`src/rtl/bpu_if.sv`:
```
// Fetch/execute-facing bundle for the branch predict unit: lookup port, resolve port,
// registered results and statistics.
interface bpu_if #(
    parameter int PC_W  = 16,
    parameter int CNT_W = 16
);
    logic             lookup_valid;
    logic [PC_W-1:0]  lookup_pc;
    logic             pred_valid;
    logic             pred_taken;
    logic             resolve_valid;
    logic [4:0]       resolve_opcode;
    logic [1:0]       resolve_flags;
    logic [PC_W-1:0]  resolve_pc;
    logic             resolve_pred;
    logic             taken_out;
    logic             mispredict;
    logic             resolve_done;
    logic [CNT_W-1:0] branch_cnt;
    logic [CNT_W-1:0] mispred_cnt;

    modport master (
        output lookup_valid, lookup_pc,
        output resolve_valid, resolve_opcode, resolve_flags, resolve_pc, resolve_pred,
        input  pred_valid, pred_taken, taken_out, mispredict, resolve_done,
        input  branch_cnt, mispred_cnt
    );

    modport slave (
        input  lookup_valid, lookup_pc,
        input  resolve_valid, resolve_opcode, resolve_flags, resolve_pc, resolve_pred,
        output pred_valid, pred_taken, taken_out, mispredict, resolve_done,
        output branch_cnt, mispred_cnt
    );
endinterface

```
`src/rtl/branch_predict_unit.sv`:
```
// Branch resolve from ALU flags plus a direct-mapped table of 2-bit saturating
// counters for fetch-time prediction, with saturating branch/mispredict statistics.
module branch_predict_unit #(
    parameter int         PC_W     = 16,
    parameter int         IDX_W    = 4,
    parameter int         CNT_W    = 16,
    parameter logic [1:0] CTR_INIT = 2'b01
) (
    input logic  clk,
    input logic  rst,
    bpu_if.slave bus
);
    localparam int         DEPTH  = 2 ** IDX_W;
    localparam logic [4:0] OP_BEQ = 5'b10011;
    localparam logic [4:0] OP_BLT = 5'b10100;
    localparam logic [4:0] OP_BGT = 5'b10101;
    localparam logic [4:0] OP_BNE = 5'b10110;

    logic [1:0]       ctr_q [DEPTH];
    logic [1:0]       ctr_d [DEPTH];
    logic             pred_valid_q, pred_valid_d;
    logic             pred_taken_q, pred_taken_d;
    logic             taken_out_q, taken_out_d;
    logic             mispredict_q, mispredict_d;
    logic             resolve_done_q, resolve_done_d;
    logic [CNT_W-1:0] branch_cnt_q, branch_cnt_d;
    logic [CNT_W-1:0] mispred_cnt_q, mispred_cnt_d;

    logic             is_branch;
    logic             actual;
    logic             miss;
    logic [IDX_W-1:0] upd_idx;
    logic [IDX_W-1:0] lk_idx;
    logic [1:0]       cur_ctr;

    always_comb begin
        is_branch = 1'b1;
        actual    = 1'b0;
        unique case (bus.resolve_opcode)
            OP_BEQ:  actual = bus.resolve_flags[1];
            OP_BNE:  actual = ~bus.resolve_flags[1];
            OP_BLT:  actual = bus.resolve_flags[0];
            OP_BGT:  actual = ~bus.resolve_flags[0];
            default: is_branch = 1'b0;
        endcase
        miss    = actual ^ bus.resolve_pred;
        upd_idx = bus.resolve_pc[IDX_W-1:0];
        lk_idx  = bus.lookup_pc[IDX_W-1:0];
        cur_ctr = ctr_q[upd_idx];

        ctr_d = ctr_q;
        if (bus.resolve_valid && is_branch) begin
            if (actual)
                ctr_d[upd_idx] = (cur_ctr == 2'b11) ? cur_ctr : cur_ctr + 2'd1;
            else
                ctr_d[upd_idx] = (cur_ctr == 2'b00) ? cur_ctr : cur_ctr - 2'd1;
        end

        // Reading the post-update table gives the write-first bypass for free.
        pred_valid_d = bus.lookup_valid;
        pred_taken_d = bus.lookup_valid ? ctr_d[lk_idx][1] : pred_taken_q;

        taken_out_d    = bus.resolve_valid ? actual : taken_out_q;
        resolve_done_d = bus.resolve_valid;
        mispredict_d   = bus.resolve_valid && miss;

        branch_cnt_d  = branch_cnt_q;
        mispred_cnt_d = mispred_cnt_q;
        if (bus.resolve_valid && is_branch && (branch_cnt_q != '1))
            branch_cnt_d = branch_cnt_q + CNT_W'(1);
        if (bus.resolve_valid && miss && (mispred_cnt_q != '1))
            mispred_cnt_d = mispred_cnt_q + CNT_W'(1);
    end

    always_ff @(posedge clk) begin
        if (rst) begin
            ctr_q          <= '{default: CTR_INIT};
            pred_valid_q   <= 1'b0;
            pred_taken_q   <= 1'b0;
            taken_out_q    <= 1'b0;
            mispredict_q   <= 1'b0;
            resolve_done_q <= 1'b0;
            branch_cnt_q   <= '0;
            mispred_cnt_q  <= '0;
        end else begin
            ctr_q          <= ctr_d;
            pred_valid_q   <= pred_valid_d;
            pred_taken_q   <= pred_taken_d;
            taken_out_q    <= taken_out_d;
            mispredict_q   <= mispredict_d;
            resolve_done_q <= resolve_done_d;
            branch_cnt_q   <= branch_cnt_d;
            mispred_cnt_q  <= mispred_cnt_d;
        end
    end

    assign bus.pred_valid   = pred_valid_q;
    assign bus.pred_taken   = pred_taken_q;
    assign bus.taken_out    = taken_out_q;
    assign bus.mispredict   = mispredict_q;
    assign bus.resolve_done = resolve_done_q;
    assign bus.branch_cnt   = branch_cnt_q;
    assign bus.mispred_cnt  = mispred_cnt_q;
endmodule

```
`src/flat_wrapper.sv`:
```
// flat-port wrapper written by rule: the top's interface ports become plain ports
module branch_predict_unit_flat 
#(
    parameter int         PC_W     = 16,
    parameter int         IDX_W    = 4,
    parameter int         CNT_W    = 16,
    parameter logic [1:0] CTR_INIT = 2'b01
)
  (clk, rst, bus_lookup_valid, bus_lookup_pc, bus_resolve_valid, bus_resolve_opcode, bus_resolve_flags, bus_resolve_pc, bus_resolve_pred, bus_pred_valid, bus_pred_taken, bus_taken_out, bus_mispredict, bus_resolve_done, bus_branch_cnt, bus_mispred_cnt);
  bpu_if #(.PC_W(PC_W), .CNT_W(CNT_W)) bus_i ();
  input logic clk;
  input logic rst;
  input wire logic [$bits(bus_i.lookup_valid)-1:0] bus_lookup_valid;
  input wire logic [$bits(bus_i.lookup_pc)-1:0] bus_lookup_pc;
  input wire logic [$bits(bus_i.resolve_valid)-1:0] bus_resolve_valid;
  input wire logic [$bits(bus_i.resolve_opcode)-1:0] bus_resolve_opcode;
  input wire logic [$bits(bus_i.resolve_flags)-1:0] bus_resolve_flags;
  input wire logic [$bits(bus_i.resolve_pc)-1:0] bus_resolve_pc;
  input wire logic [$bits(bus_i.resolve_pred)-1:0] bus_resolve_pred;
  output wire logic [$bits(bus_i.pred_valid)-1:0] bus_pred_valid;
  output wire logic [$bits(bus_i.pred_taken)-1:0] bus_pred_taken;
  output wire logic [$bits(bus_i.taken_out)-1:0] bus_taken_out;
  output wire logic [$bits(bus_i.mispredict)-1:0] bus_mispredict;
  output wire logic [$bits(bus_i.resolve_done)-1:0] bus_resolve_done;
  output wire logic [$bits(bus_i.branch_cnt)-1:0] bus_branch_cnt;
  output wire logic [$bits(bus_i.mispred_cnt)-1:0] bus_mispred_cnt;
  assign bus_i.lookup_valid = bus_lookup_valid;
  assign bus_i.lookup_pc = bus_lookup_pc;
  assign bus_i.resolve_valid = bus_resolve_valid;
  assign bus_i.resolve_opcode = bus_resolve_opcode;
  assign bus_i.resolve_flags = bus_resolve_flags;
  assign bus_i.resolve_pc = bus_resolve_pc;
  assign bus_i.resolve_pred = bus_resolve_pred;
  assign bus_pred_valid = bus_i.pred_valid;
  assign bus_pred_taken = bus_i.pred_taken;
  assign bus_taken_out = bus_i.taken_out;
  assign bus_mispredict = bus_i.mispredict;
  assign bus_resolve_done = bus_i.resolve_done;
  assign bus_branch_cnt = bus_i.branch_cnt;
  assign bus_mispred_cnt = bus_i.mispred_cnt;
  branch_predict_unit #(.PC_W(PC_W), .IDX_W(IDX_W), .CNT_W(CNT_W), .CTR_INIT(CTR_INIT)) u_core (.clk(clk), .rst(rst), .bus(bus_i));
endmodule
```
`config.mk`:
```
export PLATFORM = sky130hd
export DESIGN_NAME = branch_predict_unit_flat
export DESIGN_NICKNAME = d
export VERILOG_FILES = /design/src/rtl/bpu_if.sv /design/src/rtl/branch_predict_unit.sv /design/src/flat_wrapper.sv
export SDC_FILE = /design/constraint.sdc
export NUM_CORES = 1
export LEC_CHECK = 0
export CAP_MARGIN = 20
export CORE_MARGIN = 3
export CORE_UTILIZATION = 40
export DETAILED_ROUTE_END_ITERATION = 6
export PLACE_DENSITY = 0.71
export SYNTH_ARGS = -nofsm -noshare
export SYNTH_HDL_FRONTEND = slang
export SYNTH_SLANG_ARGS = --single-unit
export TNS_END_PERCENT = 5
```
`constraint.sdc`:
```
create_clock -name clk -period 2.9 [get_ports clk]
set_clock_uncertainty 0.15 [all_clocks]
set_input_delay 0.29 -clock clk [delete_from_list [all_inputs] [get_ports clk]]
set_output_delay 0.29 -clock clk [all_outputs]
set_load 0.01 [all_outputs]
```
==> reports/metrics.cfg <==
[clock_network]
cts_max_path_buffers=2
clk_pin_slew_ns=0.08
cts-root-buf=clkbuf_8
cts_buffers=9
cts_sinks=69
htreeDepth=3
cts_tree=done
clk_latency_ns=0.35

[setup_path]
cp_cell_sequence=clkdlybuf4s50_1 -> a21bo_2 -> a211oi_2 -> buf_4 -> nor3b_2 -> nand2_1 -> mux2i_4 -> a221oi_1 -> a311oi_2 -> a2111oi_2
critical_path.startpoint_type=input port
crit_fanout=7
worstPathBufferInverterCount=2
critPathArrivalTime_ns=2.82
cp_slowest_cell=clkdlybuf4s50_1
crit_family=compound AO/OA/AOI/OAI gates
critPathKind=in2reg
crit_path_end_kind=register
cpPeakStageDelay_ns=0.51
cp_data_required_time_ns=2.99

[status]
status=completed

[placement]
numPlacedInstances=579
place_ws_ns=-0.313
gp_congestion=0.895
dp_hpwl_mm=6.40
port-buffer-count=56

[global_routing]
first_global_vias=3243
grt_first_pass_wirelength_mm=15.2
antenna_found_initial=0
grt_max_degree=52
grt_overflow=0
grt_util_all_layers=0.187

[synth]
ys_async_sr_fraction=0
yosys-top-cells-count=nor2_1 (78), dfxtp_1 (69), nand2_1 (27)
synth.most_common_cell=nor2_1
netlist.top_cell.by_area=dfxtp_1
ys_top_cells_by_area=dfxtp_1 (40%), nor2_1 (8.4%), xor2_1 (5.0%)
ys_types=54
syn_inst=395
synth_nets=441
ys_seq_area_frac=0.397
ys.warnings.count=0
synth_top_area_share=0.397
synth_enable_flop_cells=0
synth_seq_cells=69
postSynthAreaPerCell_sq_um=8.81
syn_area_sq_um=3480
synthFlopType=dfxtp_1

[timing]
rsz0062_at_grt=false
holdWs_ns=0.315
setup_viol=0
slew_headroom=0.381
finalHoldViolCount=0
tightestPinTransition_ns=0.929
setup_ws_ns=0.170
period_share=0.942
min_period_ns=2.73
slew_violations=0
fmax_ghz=0.366

[pwr]
leakage_uw=0.00170
ir_drop_v=0.000348
power_density_nw_per_um2=426

[finish]
fillers=753
nets=534
area_growth_pct=34.8
antennaDiodeCount=0
layout-drive-gt1-share=0.173
final_cells=597

[floorplan]
dieWidth_um=99.3
coreArea_sq_um=8340
die_h_um=99.3
num_rows=33
io_pins=81
die_area_sq_um=9860
start_util=0.417

[detailed_routing]
wirelength_mm=9.07
remaining_drc_errors=0
ant_nets=0
vias_per_cell=5.45
vias=3252
first_iter_violations=236
drt-pass1-iter-count=4
wl_per_cell_um=15.2

[job]
drv_cap=0

[min_path]
hold_path.class=reg2reg

## layout make-up
class | instances | area (sq um) | area share
clock inverter | 6 | 88.8 | 0.0189
multi-input combinational | 302 | 2000 | 0.426
tap | 105 | 131 | 0.0280
timing repair buffer | 101 | 951 | 0.203
inverter | 5 | 18.8 | 0.00400
sequential | 69 | 1380 | 0.294
clock buffer | 9 | 124 | 0.0264
## where the power goes
part           switching, uW  internal (uW)  leakage, uW
Clock                    376            479     0.000101
Sequential              6.03            954     0.000558
Combinational           96.5           89.6      0.00104
Total                    478           1520      0.00170
## per-layer routing
metal | track usage | vias up | wire length, um
met3 | 0.0414 | 11 | 518
met1 | 0.244 | 1556 | 4150
met4 | 0.0609 | 0 | 108
met5 | 0 | - | 0
li1 | - | 1608 | -
met2 | 0.307 | 77 | 4300
## per-stage QoR
| step | power, uW | cell area [sq um] | TNS, ns | util |
|---|---|---|---|---|
| finish | 2000 | 4690 | 0 | 0.563 |
| global route | 2070 | 4690 | 0 | 0.563 |
| CTS | 2010 | 4630 | 0 | 0.556 |
| detailed placement | 1160 | 4420 | -2.67 | 0.530 |
| global placement | 1160 | 4420 | -2.00 | 0.530 |
| floorplan | 1070 | 3480 | 0 | - |
## final timing paths
path,from,slack (ns),to,cells after the start
worst max register to register,register,0.30,u_core.bus.pred_taken,8
worst max-delay path,bus_resolve_opcode[0],0.17,u_core.bus.pred_taken,10
worst min register to register,register,0.31,register,1
worst min-delay path,register,0.31,register,1
## cell families (layout without fill, tap and decap cells)
logic type               after synthesis  after routing  share of synthesized area
AND/OR/NAND/NOR                      189            189                      0.268
buffers and inverters                 24            121                     0.0341
adder cells (fa/ha/maj)                3              3                     0.0104
flip-flops                            69             69                      0.397
multiplexers                          14             14                     0.0755
XOR/XNOR                              30             30                     0.0755
AO/OA/AOI/OAI                         66             66                      0.139
## placed cells by master (no fill, tap or decap), drive strengths merged, types with 3 or more instances in the layout
cell	instances
a211o	13
xnor2	10
dfxtp	69
nand2	27
xor2	20
a211oi	5
nand4	16
clkdlybuf4s50	54
nor2	78
nand3b	3
or2	4
nor4	4
nor2b	7
nor3b	3
inv	5
mux4	8
mux2i	6
buf	45
a221oi	4
o21ai	10
a21oi	19
nand3	24
and3	6
a311oi	3
clkbuf	10
nor3	4
and4	6
## what timing repair did
| item | in CTS | in global routing |
|---|---|---|
| hold buffers | 0 | 0 |
| resized for setup | 0 | 7 |
| setup buffers | 0 | 2 |
| setup endpoints to repair | 0 | 1 |
No activity file was read; power rests on OpenSTA's default activity.
